<file path="src/rtl/shift_mult_ctrl_if.sv">
// Control/handshake bundle between the shift-and-add multiplier controller
// and the surrounding system plus datapath.
interface shift_mult_ctrl_if #(
   parameter int CNT_W = 5
);
   logic             start;
   logic             abort;
   logic             lsb_in;
   logic             ld_op;
   logic             acc_clr;
   logic             acc_ld;
   logic             shr_en;
   logic             busy;
   logic             done;
   logic [CNT_W-1:0] iter;

   // System/datapath side: issues requests, returns the multiplier LSB.
   modport master (
      output start, abort, lsb_in,
      input  ld_op, acc_clr, acc_ld, shr_en, busy, done, iter
   );

   // Controller side.
   modport slave (
      input  start, abort, lsb_in,
      output ld_op, acc_clr, acc_ld, shr_en, busy, done, iter
   );
endinterface

</file>
<file path="src/rtl/shift_mult_ctrl.sv">
// Sequencer for an iterative shift-and-add multiplier: one cycle per 0 bit,
// two cycles (add then shift) per 1 bit, with start/busy/done handshake.
module shift_mult_ctrl #(
   parameter int WIDTH = 16,
   parameter int CNT_W = 5
) (
   input  logic              clk,
   input  logic              rst,
   shift_mult_ctrl_if.slave  bus
);

   typedef enum logic [2:0] {
      S_IDLE,
      S_LOAD,
      S_TEST,
      S_ADD,
      S_DONE
   } state_e;

   generate
      if ((2 ** CNT_W) <= WIDTH) begin : g_bad_cnt_w
         $error("CNT_W too narrow to count WIDTH iterations");
      end
   endgenerate

   state_e           state_q, state_d;
   logic [CNT_W-1:0] iter_q, iter_d;
   logic             last_iter;

   assign last_iter = (iter_q == CNT_W'(WIDTH - 1));

   // NOTE: every signal driven here gets a default first, so no latch is inferred.
   always_comb begin
      state_d     = state_q;
      iter_d      = iter_q;
      bus.ld_op   = 1'b0;
      bus.acc_clr = 1'b0;
      bus.acc_ld  = 1'b0;
      bus.shr_en  = 1'b0;
      bus.done    = 1'b0;

      unique case (state_q)
         S_IDLE: begin
            if (bus.start) state_d = S_LOAD;
         end
         S_LOAD: begin
            bus.ld_op   = 1'b1;
            bus.acc_clr = 1'b1;
            iter_d      = '0;
            state_d     = S_TEST;
         end
         S_TEST: begin
            if (bus.lsb_in) begin
               // Add this cycle, shift and count in ADD.
               bus.acc_ld = 1'b1;
               state_d    = S_ADD;
            end else begin
               bus.shr_en = 1'b1;
               iter_d     = iter_q + CNT_W'(1);
               state_d    = last_iter ? S_DONE : S_TEST;
            end
         end
         S_ADD: begin
            bus.shr_en = 1'b1;
            iter_d     = iter_q + CNT_W'(1);
            state_d    = last_iter ? S_DONE : S_TEST;
         end
         S_DONE: begin
            bus.done = 1'b1;
            state_d  = S_IDLE;
         end
         default: begin
            state_d = S_IDLE;
            iter_d  = '0;
         end
      endcase

      // Abort only changes where we go next; this cycle's strobes still decode normally.
      if (bus.abort && (state_q inside {S_LOAD, S_TEST, S_ADD})) begin
         state_d = S_IDLE;
         iter_d  = '0;
      end
   end

   assign bus.busy = (state_q != S_IDLE);
   assign bus.iter = iter_q;

   // NOTE: sequential state uses non-blocking assignments so all flops see pre-edge values.
   always_ff @(posedge clk or negedge rst) begin
      if (!rst) begin
         state_q <= S_IDLE;
         iter_q  <= '0;
      end else begin
         state_q <= state_d;
         iter_q  <= iter_d;
      end
   end

   a_no_add_and_shift: assert property (
      @(posedge clk) disable iff (!rst) !(bus.acc_ld && bus.shr_en));

   a_iter_bounded: assert property (
      @(posedge clk) disable iff (!rst) (iter_q <= CNT_W'(WIDTH)));

   a_ld_only_in_load: assert property (
      @(posedge clk) disable iff (!rst) (bus.ld_op -> (state_q == S_LOAD)));

endmodule
</file>
<file path="src/flat_wrapper.sv">
// flat-port wrapper written by rule: the top's interface ports become plain ports
module shift_mult_ctrl_flat 
#(
   parameter int WIDTH = 16,
   parameter int CNT_W = 5
)
  (clk, rst, bus_start, bus_abort, bus_lsb_in, bus_ld_op, bus_acc_clr, bus_acc_ld, bus_shr_en, bus_busy, bus_done, bus_iter);
  shift_mult_ctrl_if #(.CNT_W(CNT_W)) bus_i ();
  input  logic clk;
  input  logic rst;
  input wire logic [$bits(bus_i.start)-1:0] bus_start;
  input wire logic [$bits(bus_i.abort)-1:0] bus_abort;
  input wire logic [$bits(bus_i.lsb_in)-1:0] bus_lsb_in;
  output wire logic [$bits(bus_i.ld_op)-1:0] bus_ld_op;
  output wire logic [$bits(bus_i.acc_clr)-1:0] bus_acc_clr;
  output wire logic [$bits(bus_i.acc_ld)-1:0] bus_acc_ld;
  output wire logic [$bits(bus_i.shr_en)-1:0] bus_shr_en;
  output wire logic [$bits(bus_i.busy)-1:0] bus_busy;
  output wire logic [$bits(bus_i.done)-1:0] bus_done;
  output wire logic [$bits(bus_i.iter)-1:0] bus_iter;
  assign bus_i.start = bus_start;
  assign bus_i.abort = bus_abort;
  assign bus_i.lsb_in = bus_lsb_in;
  assign bus_ld_op = bus_i.ld_op;
  assign bus_acc_clr = bus_i.acc_clr;
  assign bus_acc_ld = bus_i.acc_ld;
  assign bus_shr_en = bus_i.shr_en;
  assign bus_busy = bus_i.busy;
  assign bus_done = bus_i.done;
  assign bus_iter = bus_i.iter;
  shift_mult_ctrl #(.WIDTH(WIDTH), .CNT_W(CNT_W)) u_core (.clk(clk), .rst(rst), .bus(bus_i));
endmodule
</file>
<file path="config.mk">
export PLATFORM = sky130hd
export DESIGN_NAME = shift_mult_ctrl_flat
export DESIGN_NICKNAME = d
export VERILOG_FILES = /design/src/rtl/shift_mult_ctrl_if.sv /design/src/rtl/shift_mult_ctrl.sv /design/src/flat_wrapper.sv
export SDC_FILE = /design/constraint.sdc
export NUM_CORES = 1
export LEC_CHECK = 0
export ABC_CLOCK_PERIOD_IN_PS = 1800
export BUFFER_PORTS_ARGS = -buffer_cell sky130_fd_sc_hd__buf_2
export CAP_MARGIN = 20
export CORE_AREA = 2 2 39 41
export CTS_CLUSTER_SIZE = 30
export DETAILED_ROUTE_END_ITERATION = 10
export DIE_AREA = 0 0 41 43
export RECOVER_POWER = 25
export SLEW_MARGIN = 40
export SYNTH_ARGS = -nofsm -noshare
export SYNTH_HDL_FRONTEND = slang
export SYNTH_SLANG_ARGS = --single-unit
</file>
<file path="constraint.sdc">
create_clock -name clk -period 1.8 [get_ports clk]
set_clock_uncertainty 0.15 [all_clocks]
set_input_delay 0.18 -clock clk [delete_from_list [all_inputs] [get_ports clk]]
set_output_delay 0.18 -clock clk [all_outputs]
set_load 0.05 [all_outputs]
</file>
==> flow_summary.json <==
{
  "start_kind": "flop",
  "ir_worst_vdd_uv": 398,
  "drt_iter0_drc": 10,
  "die-height_um": 43,
  "tightest_slew_ns": 0.455,
  "drt_pass1_iterations": 4,
  "fin_crit_ns": 1.76,
  "yosysUniqueCellTypes": 29,
  "final_common_cell": "buf_2",
  "crit_type": "reg2out",
  "drc_errors": 0,
  "num_vias": 444,
  "seq_area_frac_synth": 0.415,
  "ys_ff_latch": 8,
  "crit_path_end": "bus_busy",
  "layout.cells.non_filler": 86,
  "antenna_found_initial": 0,
  "relSlewSlack": 0.696,
  "synth_top_area_frac": 0.415,
  "path_cells": "or3_2 > buf_2",
  "syn_area_um2": 483,
  "path_max_fanout": 11,
  "yosysWarnings": 0,
  "p_per_area_mw_per_mm2": 943,
  "cts_sinks": 8,
  "min_path_type": "in2reg",
  "nNetsFinal": 78,
  "num_rows": 14,
  "place_worst_setup_slack_ns": 0.191,
  "dieArea_mm2": 0.00176,
  "cts-root-buf": "clkbuf_4",
  "rsz0062_at_grt": "true",
  "post_drt_wl_per_cell_um": 12.5,
  "ff2ff_setup_slack_ns": 0.18,
  "start_util": 0.349,
  "clk_path_buf_depth": 2,
  "required_ns": 1.47,
  "ys_top_cells_by_area": "dfrtp_1, ha_1, o21ai_0",
  "track_usage": 0.148,
  "detail-route-antenna-nets": 0,
  "wl_um": 1080,
  "synth_top_area_cell": "dfrtp_1",
  "syn_area_per_cell_um2": 9.47,
  "setup_violations": 0,
  "drv_slew": 0,
  "grt_max_degree": 12,
  "io_buffers": 15,
  "dp_cells": 81,
  "cts_tree": "yes",
  "cp_slowest_cell": "dfrtp_2",
  "fin_util": 0.447,
  "final_cell_mix": "buf_2, dfrtp_1, o21ai_0",
  "drive_above_1_share": 0.414,
  "cts_made_buffers": 3,
  "finalHoldViolations": 0,
  "routed_via_density": 5.16,
  "gr-total-overflow": 0,
  "core_mm2": 0.00138,
  "worst-r2r-cell-count": 5,
  "slowest_delay_ns": 0.48,
  "diodes": 0,
  "die_width_um": 41,
  "power.leakage_nw": 0.313,
  "place_congestion": 0.757,
  "dp_hpwl_um": 788,
  "cts_setup_buffers": 0,
  "synth_fp_nets": 58,
  "crit_arrival_ns": 1.43,
  "htree_levels": 1,
  "grt_pass1_wl_um": 1720,
  "r2r_end": "u_core.bus.iter[4]",
  "startpoint": "u_core.state_q[1]",
  "clk_pin_slew_ns": 0.06,
  "crit_path_end_kind": "output port",
  "clk_latency_ns": 0.25,
  "io_pins": 16,
  "fmax_ghz": 0.568,
  "setup_slack_ns": 0.0391,
  "r2r-start": "u_core.bus.iter[0]",
  "grt_pass1_vias": 383,
  "areaGrowthSynthToFinish_pct": 28.0,
  "drv_cap": 0,
  "synthCells": 51,
  "fin_crit_sh": 0.978,
  "run_status": "completed"
}
## metal layers
layer  part of all wire  GRT usage  vias to the layer above
met2               0.45      0.206                       16
met3              0.060     0.0314                        2
met4             0.0046     0.0800                        0
li1                   -          -                      220
met5                  0          0                        -
met1               0.49      0.205                      206
## critical path: cells and delay by family (launching register included)
| kind | cells | cell delay, ns |
|---|---|---|
| buffers and inverters | 1 | 0.22 |
| and+or+nand+nor | 1 | 0.48 |
| DFF | 1 | 0.48 |
## timing repair
item	CTS	global route
gates resized for setup	0	4
endpoints found under the setup margin	0	3
hold buffers	1	0
endpoints found under the hold margin	8	0
## logic make-up (layout without fill, tap and decap cells)
kind of cell             Yosys count  in the layout  share of synthesized area
buffers and inverters              3             22                     0.0466
flip-flops                         8              8                      0.415
multiplexers                       1              1                     0.0207
AO/OA/AOI/OAI                     12             12                      0.168
AND/OR/NAND/NOR                   25             25                      0.298
adder cells (fa/ha/maj)            2              2                     0.0518
## per-stage QoR
| stage | setup TNS [ns] | instance area [um^2] | power (W) | hold slack (ns) |
|---|---|---|---|---|
| after detailed placement | 0 | 577 | 0.000428 | -0.116 |
| after global placement | 0 | 577 | 0.000427 | -0.113 |
| after global routing | -0.0150 | 618 | 0.000623 | 0.0893 |
| after CTS | 0 | 613 | 0.000581 | 0.0806 |
| final | 0 | 618 | 0.000583 | 0.0889 |
| after floorplan | 0 | 493 | 0.000383 | -0.266 |
## state kept, by name (all words and copies together) (netlist names)
name / count
u_core.state_q: 3
u_core.bus.iter: 5
## where the power goes
part / switching, W / internal (W) / total [W]
clock network: 0.0000661 / 0.0000851 / 0.000151
logic: 0.000147 / 0.0000627 / 0.000209
registers: 0.0000252 / 0.000197 / 0.000223
total: 0.000238 / 0.000345 / 0.000583
## synth_stat cells
| master | n |
|---|---|
| nor2_1 | 4 |
| nor2b_1 | 3 |
| a21oi_1 | 1 |
| ha_1 | 2 |
| o31ai_1 | 1 |
| and2_1 | 1 |
| a21o_1 | 1 |
| nand2b_1 | 1 |
| o21ai_0 | 4 |
| o22ai_1 | 1 |
| nor3b_1 | 1 |
| nand3_1 | 2 |
| inv_1 | 1 |
| dfrtp_1 | 8 |
| nor3_1 | 1 |
| nand2_1 | 4 |
| and3_1 | 2 |
| or2_4 | 1 |
| nor4_1 | 1 |
| or3_2 | 1 |
| a311o_1 | 1 |
| a22o_1 | 2 |
| buf_4 | 1 |
| buf_6 | 1 |
| and2_2 | 1 |
| mux2i_1 | 1 |
| or2b_4 | 1 |
| nor2_2 | 1 |
| a22oi_1 | 1 |
## worst min path at each step
stage,start,to,slack (ns),cells after the start
after detailed placement,rst,u_core.bus.iter[4],-0.12,1
after CTS,bus_start,u_core.state_q[0],0.08,3
final,bus_start,u_core.state_q[0],0.09,3
after global routing,bus_start,u_core.state_q[0],0.09,3
after global placement,rst,u_core.state_q[1],-0.11,1
after floorplan,rst,u_core.bus.iter[0],-0.27,0
## final cells by class
class / count / area [um^2]
fill: 143 / 766
multi-input combinational: 40 / 270
sequential: 8 / 204
timing repair buffer: 17 / 93.8
clock buffer: 4 / 26.3
tap: 16 / 20.0
inverter: 1 / 3.75
Note: power is estimated with default switching activity, not from simulation.
